==> src/rtl/cdb_arbiter_pkg.sv <==
// Shared CDB types and default sizing for the common-data-bus arbiter and its
// snooping consumers (reservation stations, register status table).
package cdb_arbiter_pkg;

  localparam int CDB_NUM_REQ = 4;
  localparam int CDB_TAG_W   = 5;
  localparam int CDB_DATA_W  = 32;

  // Tag 0 is reserved: it marks "no dependency" in qj/qk fields.
  localparam logic [CDB_TAG_W-1:0] CDB_TAG_NONE = '0;

  typedef logic [CDB_TAG_W-1:0] cdb_tag_t;

  typedef struct packed {
    logic                  valid;
    cdb_tag_t              tag;
    logic [CDB_DATA_W-1:0] data;
  } cdb_bus_t;

endpackage

==> src/rtl/cdb_arbiter_if.sv <==
// Bundles the functional-unit result ports and the CDB broadcast. Functional
// units and control use the master view; the arbiter uses the slave view.
interface cdb_arbiter_if
  import cdb_arbiter_pkg::*;
#(
  parameter int NUM_REQ = CDB_NUM_REQ,
  parameter int TAG_W   = CDB_TAG_W,
  parameter int DATA_W  = CDB_DATA_W
);
  localparam int SRC_W = (NUM_REQ > 1) ? $clog2(NUM_REQ) : 1;

  logic                      en;
  logic                      flush;
  logic [NUM_REQ-1:0]        req_valid;
  logic [NUM_REQ-1:0]        req_ready;
  logic [NUM_REQ*TAG_W-1:0]  req_tag;
  logic [NUM_REQ*DATA_W-1:0] req_data;
  logic                      cdb_valid;
  logic [TAG_W-1:0]          cdb_tag;
  logic [DATA_W-1:0]         cdb_data;
  logic [SRC_W-1:0]          cdb_src;
  logic                      err_tag0;

  modport master (
    output en, flush, req_valid, req_tag, req_data,
    input  req_ready, cdb_valid, cdb_tag, cdb_data, cdb_src, err_tag0
  );

  modport slave (
    input  en, flush, req_valid, req_tag, req_data,
    output req_ready, cdb_valid, cdb_tag, cdb_data, cdb_src, err_tag0
  );

endinterface

==> src/rtl/cdb_arbiter_rr_arbiter.sv <==
// Combinational round-robin priority rotate: the first set request at or after
// the pointer (wrapping) wins. Kept generic for reuse on dispatch ports.
module rr_arbiter #(
  parameter int N = 4
) (
  input  logic [N-1:0]                           i_req,
  input  logic [((N > 1) ? $clog2(N) : 1)-1:0]   i_ptr,
  output logic [N-1:0]                           o_grant,
  output logic [((N > 1) ? $clog2(N) : 1)-1:0]   o_idx,
  output logic                                   o_any
);
  localparam int IDX_W = (N > 1) ? $clog2(N) : 1;

  logic [IDX_W-1:0] w_cand;

  // N is a power of two, so the IDX_W-bit add wraps modulo N for free.
  always_comb begin
    o_grant = '0;
    o_idx   = '0;
    o_any   = 1'b0;
    w_cand  = '0;
    for (int i = 0; i < N; i++) begin
      w_cand = i_ptr + IDX_W'(i);
      if (!o_any && i_req[w_cand]) begin
        o_any           = 1'b1;
        o_idx           = w_cand;
        o_grant[w_cand] = 1'b1;
      end
    end
  end

endmodule

==> src/rtl/cdb_arbiter.sv <==
// Common data bus arbiter: grants one FU result per cycle round-robin and
// broadcasts it registered as (tag, data, src) for exactly one cycle.
module cdb_arbiter
  import cdb_arbiter_pkg::*;
#(
  parameter int NUM_REQ = CDB_NUM_REQ,
  parameter int TAG_W   = CDB_TAG_W,
  parameter int DATA_W  = CDB_DATA_W
) (
  input logic         clk,
  input logic         rst,
  cdb_arbiter_if.slave bus
);
  localparam int SRC_W = (NUM_REQ > 1) ? $clog2(NUM_REQ) : 1;

  logic [SRC_W-1:0]   r_rrPtr;
  logic               r_cdbValid;
  logic [TAG_W-1:0]   r_cdbTag;
  logic [DATA_W-1:0]  r_cdbData;
  logic [SRC_W-1:0]   r_cdbSrc;
  logic               r_errTag0;

  logic [NUM_REQ-1:0] w_grant;
  logic [SRC_W-1:0]   w_grantIdx;
  logic               w_anyGrant;
  logic               w_gateOpen;
  logic               w_xfer;
  logic [TAG_W-1:0]   w_selTag;
  logic [DATA_W-1:0]  w_selData;

  rr_arbiter #(.N(NUM_REQ)) u_rr (
    .i_req   (bus.req_valid),
    .i_ptr   (r_rrPtr),
    .o_grant (w_grant),
    .o_idx   (w_grantIdx),
    .o_any   (w_anyGrant)
  );

  // Reset outranks flush, which outranks enable; any of them suppresses grants.
  assign w_gateOpen    = !rst && bus.en && !bus.flush;
  assign w_xfer        = w_gateOpen && w_anyGrant;
  assign bus.req_ready = w_gateOpen ? w_grant : '0;

  assign w_selTag  = bus.req_tag[w_grantIdx*TAG_W +: TAG_W];
  assign w_selData = bus.req_data[w_grantIdx*DATA_W +: DATA_W];

  // A tag-0 result is consumed and advances the pointer but is never broadcast;
  // tag/data/src registers only move on a real broadcast.
  always_ff @(posedge clk) begin
    if (rst) begin
      r_rrPtr    <= '0;
      r_cdbValid <= 1'b0;
      r_cdbTag   <= '0;
      r_cdbData  <= '0;
      r_cdbSrc   <= '0;
      r_errTag0  <= 1'b0;
    end else begin
      r_cdbValid <= 1'b0;
      if (w_xfer) begin
        r_rrPtr <= w_grantIdx + SRC_W'(1);
        if (w_selTag == '0) begin
          r_errTag0 <= 1'b1;
        end else begin
          r_cdbValid <= 1'b1;
          r_cdbTag   <= w_selTag;
          r_cdbData  <= w_selData;
          r_cdbSrc   <= w_grantIdx;
        end
      end
    end
  end

  assign bus.cdb_valid = r_cdbValid;
  assign bus.cdb_tag   = r_cdbTag;
  assign bus.cdb_data  = r_cdbData;
  assign bus.cdb_src   = r_cdbSrc;
  assign bus.err_tag0  = r_errTag0;

endmodule

==> src/flat_wrapper.sv <==
// flat-port wrapper written by rule: the top's interface ports become plain ports
module cdb_arbiter_flat import cdb_arbiter_pkg::*;
#(
  parameter int NUM_REQ = CDB_NUM_REQ,
  parameter int TAG_W   = CDB_TAG_W,
  parameter int DATA_W  = CDB_DATA_W
)
  (clk, rst, bus_en, bus_flush, bus_req_valid, bus_req_tag, bus_req_data, bus_req_ready, bus_cdb_valid, bus_cdb_tag, bus_cdb_data, bus_cdb_src, bus_err_tag0);
  cdb_arbiter_if #(.NUM_REQ(NUM_REQ), .TAG_W(TAG_W), .DATA_W(DATA_W)) bus_i ();
  input logic clk;
  input logic rst;
  input wire logic [$bits(bus_i.en)-1:0] bus_en;
  input wire logic [$bits(bus_i.flush)-1:0] bus_flush;
  input wire logic [$bits(bus_i.req_valid)-1:0] bus_req_valid;
  input wire logic [$bits(bus_i.req_tag)-1:0] bus_req_tag;
  input wire logic [$bits(bus_i.req_data)-1:0] bus_req_data;
  output wire logic [$bits(bus_i.req_ready)-1:0] bus_req_ready;
  output wire logic [$bits(bus_i.cdb_valid)-1:0] bus_cdb_valid;
  output wire logic [$bits(bus_i.cdb_tag)-1:0] bus_cdb_tag;
  output wire logic [$bits(bus_i.cdb_data)-1:0] bus_cdb_data;
  output wire logic [$bits(bus_i.cdb_src)-1:0] bus_cdb_src;
  output wire logic [$bits(bus_i.err_tag0)-1:0] bus_err_tag0;
  assign bus_i.en = bus_en;
  assign bus_i.flush = bus_flush;
  assign bus_i.req_valid = bus_req_valid;
  assign bus_i.req_tag = bus_req_tag;
  assign bus_i.req_data = bus_req_data;
  assign bus_req_ready = bus_i.req_ready;
  assign bus_cdb_valid = bus_i.cdb_valid;
  assign bus_cdb_tag = bus_i.cdb_tag;
  assign bus_cdb_data = bus_i.cdb_data;
  assign bus_cdb_src = bus_i.cdb_src;
  assign bus_err_tag0 = bus_i.err_tag0;
  cdb_arbiter #(.NUM_REQ(NUM_REQ), .TAG_W(TAG_W), .DATA_W(DATA_W)) u_core (.clk(clk), .rst(rst), .bus(bus_i));
endmodule
==> config.mk <==
export PLATFORM = sky130hd
export DESIGN_NAME = cdb_arbiter_flat
export DESIGN_NICKNAME = d
export VERILOG_FILES = /design/src/rtl/cdb_arbiter_pkg.sv /design/src/rtl/cdb_arbiter_if.sv /design/src/rtl/cdb_arbiter_rr_arbiter.sv /design/src/rtl/cdb_arbiter.sv /design/src/flat_wrapper.sv
export SDC_FILE = /design/constraint.sdc
export NUM_CORES = 1
export LEC_CHECK = 0
export ABC_AREA = 1
export CAP_MARGIN = 20
export CORE_ASPECT_RATIO = 0.75
export CORE_MARGIN = 2
export CORE_UTILIZATION = 40
export DETAILED_ROUTE_END_ITERATION = 6
export GPL_TIMING_DRIVEN = 0
export PLACE_DENSITY = 0.84
export SLEW_MARGIN = 20
export SYNTH_ARGS = -nofsm -noshare
export SYNTH_HDL_FRONTEND = slang
export SYNTH_SLANG_ARGS = --single-unit
==> constraint.sdc <==
create_clock -name clk -period 4.4 [get_ports clk]
set_input_delay 1.1 -clock clk [delete_from_list [all_inputs] [get_ports clk]]
set_output_delay 1.1 -clock clk [all_outputs]
set_load 0.02 [all_outputs]
After elaboration in Yosys (flattened, before gate mapping). Index checks and enable logic that the tools add are counted.

Flip-flop bits (word level): 43. Output and inout bits: 45.

$add $sub $neg: 4. $mul: 1. Magnitude comparators: 8. Shifts and indexed selects: 2. Mux-type cells: 30. Bitwise operators: 5. Reduce and logical (&&, ||, !) cells: 19.

Operator list (number): $shiftx 128x8->32 (1); $mux 4 (5); $shiftx 20x6->5 (1); $mux 1 (13); $lt 2x3->1 const B (4); $or 4x4->4 (3); $logic_and 1x1->1 (10); $bmux 1 s2 (4); $demux 1 s2 (4); $ge 2x1->1 const B (4); $mux 2 (4); $logic_not 1->1 (5); $logic_not 5->1 (1); $mul 2x3->5 const B (1); $add 2x1->2 const B (2); $add 2x2->2 const B (2); $reduce_and 2->1 (2); $not 1->1 (2); $reduce_or 2->1 (1).

Depth between registers and ports, before layout. Gate-level depths: netlist (run 1).

Depth after elaboration: 17. Depth in mapped cells: 21. Gate-level depth less buffers: 19.

By module. From an unflattened synthesis (run 1), not the netlist that was laid out.

Cell total of the unflattened synthesis: 541. Area, all modules: 3380.7 µm².

Modules (own cells, without submodules): cdb_arbiter (instances 1, cells each 467, area each 2940.3 µm²); rr_arbiter (instances 1, cells each 74, area each 440.4 µm²).

Worst setup path before layout (run 1). Ideal clock, no wire load.

Path kind: input to output. Start point: in bus_req_valid[2]. End point: out bus_req_ready[2]. Arrival: 1994 ps. Setup slack: 1306 ps. Cell stages on the path: 10. Path buffers: 0. Path through: nand2_1 -> nand3_2 -> nand2_2 -> inv_2 -> nand2_1 -> o21ai_0 -> a31oi_1 -> o21ai_0 -> nand2_1 -> inv_1.

Word-level cells in the longest chain between the ends: 13.

RTL lines: start: declaration (RTL line flat_wrapper.sv:14) `input wire logic [$bits(bus_i.req_valid)-1:0] bus_req_valid;`; $bmux 1 s2 (RTL line cdb_arbiter_rr_arbiter.sv:24) `if (!o_any && i_req[w_cand]) begin`; $mux 1 (implied by the code) (RTL line cdb_arbiter_rr_arbiter.sv:24); $mux 1 (RTL line cdb_arbiter_rr_arbiter.sv:24); $logic_not 1->1 (RTL line cdb_arbiter_rr_arbiter.sv:24); $logic_and 1x1->1 (RTL line cdb_arbiter_rr_arbiter.sv:24); $mux 1 (RTL line cdb_arbiter_rr_arbiter.sv:24); $logic_not 1->1 (RTL line cdb_arbiter_rr_arbiter.sv:24); $logic_and 1x1->1 (RTL line cdb_arbiter_rr_arbiter.sv:24); $mux 1 (RTL line cdb_arbiter_rr_arbiter.sv:24); $logic_not 1->1 (RTL line cdb_arbiter_rr_arbiter.sv:24); $logic_and 1x1->1 (RTL line cdb_arbiter_rr_arbiter.sv:24); $mux 4 (*) (RTL line cdb_arbiter_rr_arbiter.sv:24); $mux 4 (*) (RTL line cdb_arbiter.sv:42) `assign bus.req_ready = w_gateOpen ? w_grant : '0;`; end: declaration (RTL line flat_wrapper.sv:17) `output wire logic [$bits(bus_i.req_ready)-1:0] bus_req_ready;`.

Every way passes the cells marked *; elsewhere a longest branch is shown, timed or not. The select of a mux whose other input is x is not followed.

Worst setup path after layout (run 1).
Start point: in bus_req_valid[2]. End point: out bus_req_ready[1].

The elaborated chain is that of the path after synthesis.

==> results of run 1 <==
worst reg2reg max path, delay by kind of cell (launching register included):
family / cells / cell delay (ns)
AO/OA/AOI/OAI: 2 / 0.28
adder cells (fa/ha/maj): 1 / 0.40
buffers and inverters: 6 / 1.07
flip-flops: 1 / 0.60
AND/OR/NAND/NOR: 9 / 0.99
power breakdown:
group	internal (uW)	switching, uW	total (uW)	leakage, uW
Clock	210	144	354	0.0000679
Sequential	421	23.9	445	0.000351
Combinational	510	669	1180	0.00203
path summary, 6_finish.rpt:
check                           depth (start not counted)  slack [ns]                                   end
worst max-delay path                                   12        0.43                      bus_req_ready[1]
worst min-delay path                                    1        0.48      u_core.bus.err_tag0$_SDFFE_PP0P_
worst max register to register                         18        1.00  u_core.bus.cdb_data[22]$_SDFFE_PP0P_
worst min register to register                          1        0.48      u_core.bus.err_tag0$_SDFFE_PP0P_
metrics by stage:
step | hold slack, ns | instance area, um^2
floorplan | 0.531 | 3520
global route | 0.491 | 5800
finish | 0.476 | 5800
detailed placement | 0.460 | 5650
global placement | 0.451 | 5650
CTS | 0.468 | 5790
cell families after synthesis:
family,count (synthesis),synth area share [%]
and+or+nand+nor,316,45.2
buffers and inverters,68,10.5
DFF,43,24.5
adders and majority gates,7,2.49
AOI/OAI and AO/OA,109,17.4
registers in the layout (all words and copies together), names as in the netlist:
register              count
u_core.r_rrPtr            2
u_core.bus.cdb_src        2
u_core.bus.cdb_valid      1
u_core.bus.cdb_data      32
u_core.bus.err_tag0       1
u_core.bus.cdb_tag        5
cell type report:
type	count	share of cell area, %
repair buffers	200	34.7
plain buffers	38	4.36
flip-flops and latches	43	14.8
multi-input cells	432	39.4
clock buffers	7	2.29
inverters	30	1.98
clock inverters	1	0.0863
well taps	108	2.33
repair_timing:
action	4_1_cts	5_1_grt
hold buffers	0	0
endpoints found under the setup margin	0	4
gates resized for setup	0	4
cell usage in the layout, fill, tap and decap left out, types with 6 or more instances in the layout:
| master | instances |
|---|---|
| buf_2 | 13 |
| buf_6 | 9 |
| clkbuf_1 | 10 |
| clkdlybuf4s50_1 | 196 |
| dfxtp_1 | 43 |
| ha_1 | 7 |
| inv_1 | 23 |
| inv_2 | 6 |
| nand2_1 | 83 |
| nand2_2 | 8 |
| nand3_1 | 40 |
| nand3_2 | 7 |
| nand3b_1 | 32 |
| nor2_1 | 104 |
| nor2_2 | 29 |
| o21ai_0 | 67 |
| o22ai_1 | 30 |
per-layer routing:
| layer | vias up | part of all wire, % | global-route usage [%] |
|---|---|---|---|
| met5 | - | 0 | 0 |
| met4 | 0 | 0.89 | 5.43 |
| met3 | 12 | 8.8 | 6.36 |
| met2 | 213 | 47 | 46.8 |
| met1 | 2092 | 43 | 33.4 |
| li1 | 2221 | - | - |
==> flow_summary.json, run 1 <==
{
  "status": "finished, final reports clean",
  "routabilityCongestion": 0.935,
  "clk_pin_slew_ns": 0.06,
  "finalHoldViolations": 0,
  "io-pin-count": 201,
  "diodes": 0,
  "synth_common_cells": "104 x nor2_1, 83 x nand2_1, 67 x o21ai_0, 43 x dfxtp_1, 40 x nand3_1",
  "antenna_left": 0,
  "synth_warnings": 0,
  "cp_top_family": "buffers and inverters",
  "clockBufferDepth": 2,
  "dp_slack_ns": 0.114,
  "drtIter0Drc": 241,
  "path_class": "in -> out",
  "drc": 0,
  "synth_top_area_share_pct": 24.5,
  "grt_pass1_wl_um": 20600,
  "core_um2": 8490,
  "rows": 29,
  "netlist.top_cell.by_area": "dfxtp_1",
  "area_growth_pct": 65.0,
  "worstMarginPinSlew_ns": 0.560,
  "cap_violations": 0,
  "cts_buffers": 5,
  "dp_cells": 851,
  "start_kind": "primary input",
  "finalSetupTns_ns": 0,
  "timing.critical_path.buf_inv": 4,
  "total_power_uw": 1980,
  "cts_tree": "built",
  "drv_slew": 0,
  "irDropWorstVdd_v": 0.000188,
  "setup_viol": 0,
  "fillers": 747,
  "grt_max_degree": 13,
  "postCtsSetupBuffers": 0,
  "synth-main-ff-cell": "dfxtp_1",
  "rsz0062_at_grt": "false",
  "die_area_um2": 9570,
  "die_height_um": 85.2,
  "post-route-period-util_pct": 90.2,
  "synth_edf_count": 0,
  "reg2reg_from": "u_core.r_rrPtr[0]$_SDFFE_PP0P_",
  "end_kind": "primary output",
  "cp_slowest_stage_delay_ns": 0.52,
  "p_per_area_nw_per_um2": 341,
  "hold_class": "reg -> reg",
  "grt_pass1_vias": 4284,
  "yosysSeqAreaShare_pct": 24.5,
  "io_buffers": 200,
  "totalWireLength_um": 13500,
  "syn_nets": 706,
  "fin_util_pct": 68.3,
  "root_buffer": "clkbuf_16",
  "multi_input_area_um2": 2290,
  "final_cells": 859,
  "period_needed_ns": 3.97,
  "syn_area_um2": 3520,
  "drt-pass1-iter-count": 5,
  "crit_chain": "clkdlybuf4s50_1, nand2_1, nand3_2, nand2_2, inv_2, nand2_1, o21ai_0, a31oi_1, o21ai_0, nand2_1, inv_1, dlymetal6s2s_1",
  "maxSlewHeadroom_pct": 62.7,
  "min_from": "u_core.bus.err_tag0$_SDFFE_PP0P_",
  "synth_cells": 543,
  "vias": 4538,
  "antenna_found_initial": 0,
  "fin_nets": 913,
  "synth_seq_cells": 43,
  "cp_max_fo": 4,
  "cp.arrival_ns": 2.87,
  "clock_skew_ns": 0.00338,
  "ys_types": 31,
  "layout-drive-gt1-share_pct": 12.6,
  "fp.dieW_um": 112,
  "avgSynthCellArea_um2": 6.48,
  "wl_per_cell_um": 15.7,
  "slowest_stage": "clkdlybuf4s50_1",
  "clock_latency_ns": 0.28,
  "fmax_mhz": 252,
  "setup_ws_ns": 0.432,
  "grtUsageTotal_pct": 26.6,
  "synth_most_common_cell": "nor2_1",
  "worstPathRequired_ns": 3.30,
  "p_leak_uw": 0.00245,
  "hpwlAfterDp_um": 10600,
  "routed_via_density": 5.28,
  "cts_max_level": 2,
  "numClockSinks": 43,
  "initial_core_util_pct": 41.4,
  "grt-ovfl-total": 0,
  "async_flop_share_pct": 0,
  "synth.area.top_cells": "dfxtp_1 24%, nor2_1 11%, o21ai_0 9.5%",
  "regArea_um2": 861,
  "cp_common_cell": "nand2_1",
  "crit_path_start": "bus_req_valid[2]"
}
Note: power is estimated with default switching activity, not from simulation.
==> run 2: changes to the inputs <==
- CAP_MARGIN: 20 -> 15
==> results of run 2 <==
Same layout as run 1: the final DEF is identical, and so are final timing and power.
==> run 3: changes to the inputs <==
- CORE_MARGIN: 2 -> default
- HOLD_SLACK_MARGIN: default -> 0.1
==> run 3 against run 2 <==
Combinational power barely moved. Non-clock buffer count did not move. Hold slack got worse by 0.0022 ns.
==> flow_summary.json, run 3 (synthesized netlist as in run 1, its figures left out) <==
{
  "worstMarginPinSlew_ns": 0.577,
  "p_per_area_nw_per_um2": 345,
  "grt_max_degree": 14,
  "reg2reg_from": "u_core.r_rrPtr[0]$_SDFFE_PP0P_",
  "cp_max_fo": 5,
  "totalWireLength_um": 13400,
  "cts_max_level": 2,
  "dp_slack_ns": 0.0630,
  "finalSetupTns_ns": 0,
  "grt_pass1_wl_um": 20600,
  "layout-drive-gt1-share_pct": 12.9,
  "postCtsSetupBuffers": 0,
  "holdPathEnd": "u_core.bus.cdb_tag[3]$_SDFFE_PP0P_",
  "drt-pass1-iter-count": 5,
  "routed_via_density": 5.34,
  "antenna_found_initial": 0,
  "path_class": "in -> out",
  "grtUsageTotal_pct": 28.5,
  "rrSetupSlack_ns": 1.00,
  "setup_viol": 0,
  "diodes": 0,
  "layout_common_cells": "196 x clkdlybuf4s50_1, 104 x nor2_1, 83 x nand2_1",
  "drc": 0,
  "fin_nets": 913,
  "clock_latency_ns": 0.28,
  "cap_violations": 0,
  "layout_commonest_cell": "clkdlybuf4s50_1",
  "cp_slowest_stage_delay_ns": 0.54,
  "drtIter0Drc": 243,
  "clockBufferDepth": 2,
  "grt_pass1_vias": 4211,
  "start_kind": "primary input",
  "rsz0062_at_grt": "false",
  "cts_tree": "built",
  "vias": 4583,
  "slowest_stage": "clkdlybuf4s50_1",
  "status": "finished, final reports clean",
  "p_leak_uw": 0.00246,
  "maxSlewHeadroom_pct": 61.5,
  "io_buffers": 200,
  "reg2reg_to": "u_core.bus.cdb_data[9]$_SDFFE_PP0P_",
  "timing.critical_path.buf_inv": 5,
  "cp.arrival_ns": 2.98,
  "fmax_mhz": 245,
  "routabilityCongestion": 0.886,
  "clock_skew_ns": 0.00726,
  "die_area_um2": 9180,
  "finalHoldViolations": 0,
  "hold_class": "reg -> reg",
  "core_um2": 8490,
  "largest_register_ffs": 32,
  "die_height_um": 83.2,
  "postCtsResizedCells": 0,
  "min_from": "u_core.bus.cdb_tag[3]$_SDFFE_PP0P_",
  "cts_buffers": 5,
  "setup_ws_ns": 0.323,
  "area_growth_pct": 65.6,
  "reg2regPathDepth": 18,
  "clk_pin_slew_ns": 0.06,
  "worstPathRequired_ns": 3.30,
  "numClockSinks": 43,
  "rows": 29,
  "grt-ovfl-total": 0,
  "drv_slew": 0,
  "hold_buffers": 0,
  "io-pin-count": 201,
  "hpwlAfterDp_um": 10300,
  "cp_common_cell": "nand2_1",
  "antenna_left": 0,
  "initial_core_util_pct": 41.4,
  "post-route-period-util_pct": 92.7,
  "wl_per_cell_um": 15.6,
  "cp_top_family": "buffers and inverters",
  "crit_chain": "clkdlybuf4s50_1, inv_1, nand2_1, nand3_2, nand2_4, inv_4, nand2_1, o21ai_0, a31oi_1, o21ai_0, nand2_1, inv_1, dlymetal6s2s_1",
  "period_needed_ns": 4.08,
  "holdPathStages": 2,
  "fillers": 765,
  "root_buffer": "clkbuf_16",
  "fp.dieW_um": 110,
  "end_kind": "primary output",
  "irDropWorstVdd_v": 0.000176
}
## run 3: changes by cell type in the layout (fill, tap and decap cells not counted)
| cell | delta |
|---|---|
| clkinvlp_4 | +1 |
| clkinv_2 | -1 |
| clkbuf_1 | -2 |
| clkbuf_8 | +2 |
## run 3: area by class of cell
class / count / area [um^2] / share of cell area, %
plain buffers: 38 / 253 / 4.34
clock buffers: 7 / 153 / 2.62
clock inverters: 1 / 7.51 / 0.129
inverters: 30 / 115 / 1.98
multi-input cells: 432 / 2290 / 39.3
flip-flops and latches: 43 / 861 / 14.8
well taps: 108 / 135 / 2.32
repair buffers: 200 / 2010 / 34.5
## run 3: worst max path at each step
stage	from	end	slack, ns	cells after the start
after floorplan	bus_req_valid[2]	bus_req_ready[2]	1.31	10
after global placement	bus_req_valid[2]	bus_req_ready[3]	0.18	12
after detailed placement	bus_req_valid[2]	bus_req_ready[3]	0.06	12
after CTS	bus_req_valid[2]	bus_req_ready[3]	0.05	12
after global routing	bus_req_valid[1]	bus_req_ready[3]	0.18	13
final	bus_req_valid[3]	bus_req_ready[3]	0.32	13
## run 3: power by group
group,switching [uW],internal (uW)
Sequential,24.4,421
Combinational,660,510
Clock,152,241
## run 3: layer usage
| metal | vias to the layer above | track usage [%] | routed length (um) |
|---|---|---|---|
| met5 | - | 0 | 0 |
| met4 | 0 | 6.34 | 194 |
| met3 | 18 | 5.89 | 1310 |
| met2 | 221 | 50.1 | 6350 |
| met1 | 2118 | 35.2 | 5530 |
| li1 | 2226 | - | - |
## run 3: metrics by stage
step | instance area (um^2) | hold WS [ns] | utilization [%] | cells | total power, uW
after floorplan | 3520 | 0.531 | - | 543 | 1200
after detailed placement | 5650 | 0.461 | 66.6 | 851 | 1600
after global placement | 5650 | 0.450 | 66.6 | 851 | 1580
after global routing | 5820 | 0.492 | 68.6 | 859 | 2140
final | 5820 | 0.474 | 68.6 | 859 | 2010
after CTS | 5810 | 0.475 | 68.5 | 859 | 2000
## run 3: tightest hold or removal path: stages (launching register included)
cell and delay [ns]:
dfxtp_1 0.31, nand2_1 0.06, a21oi_1 0.06
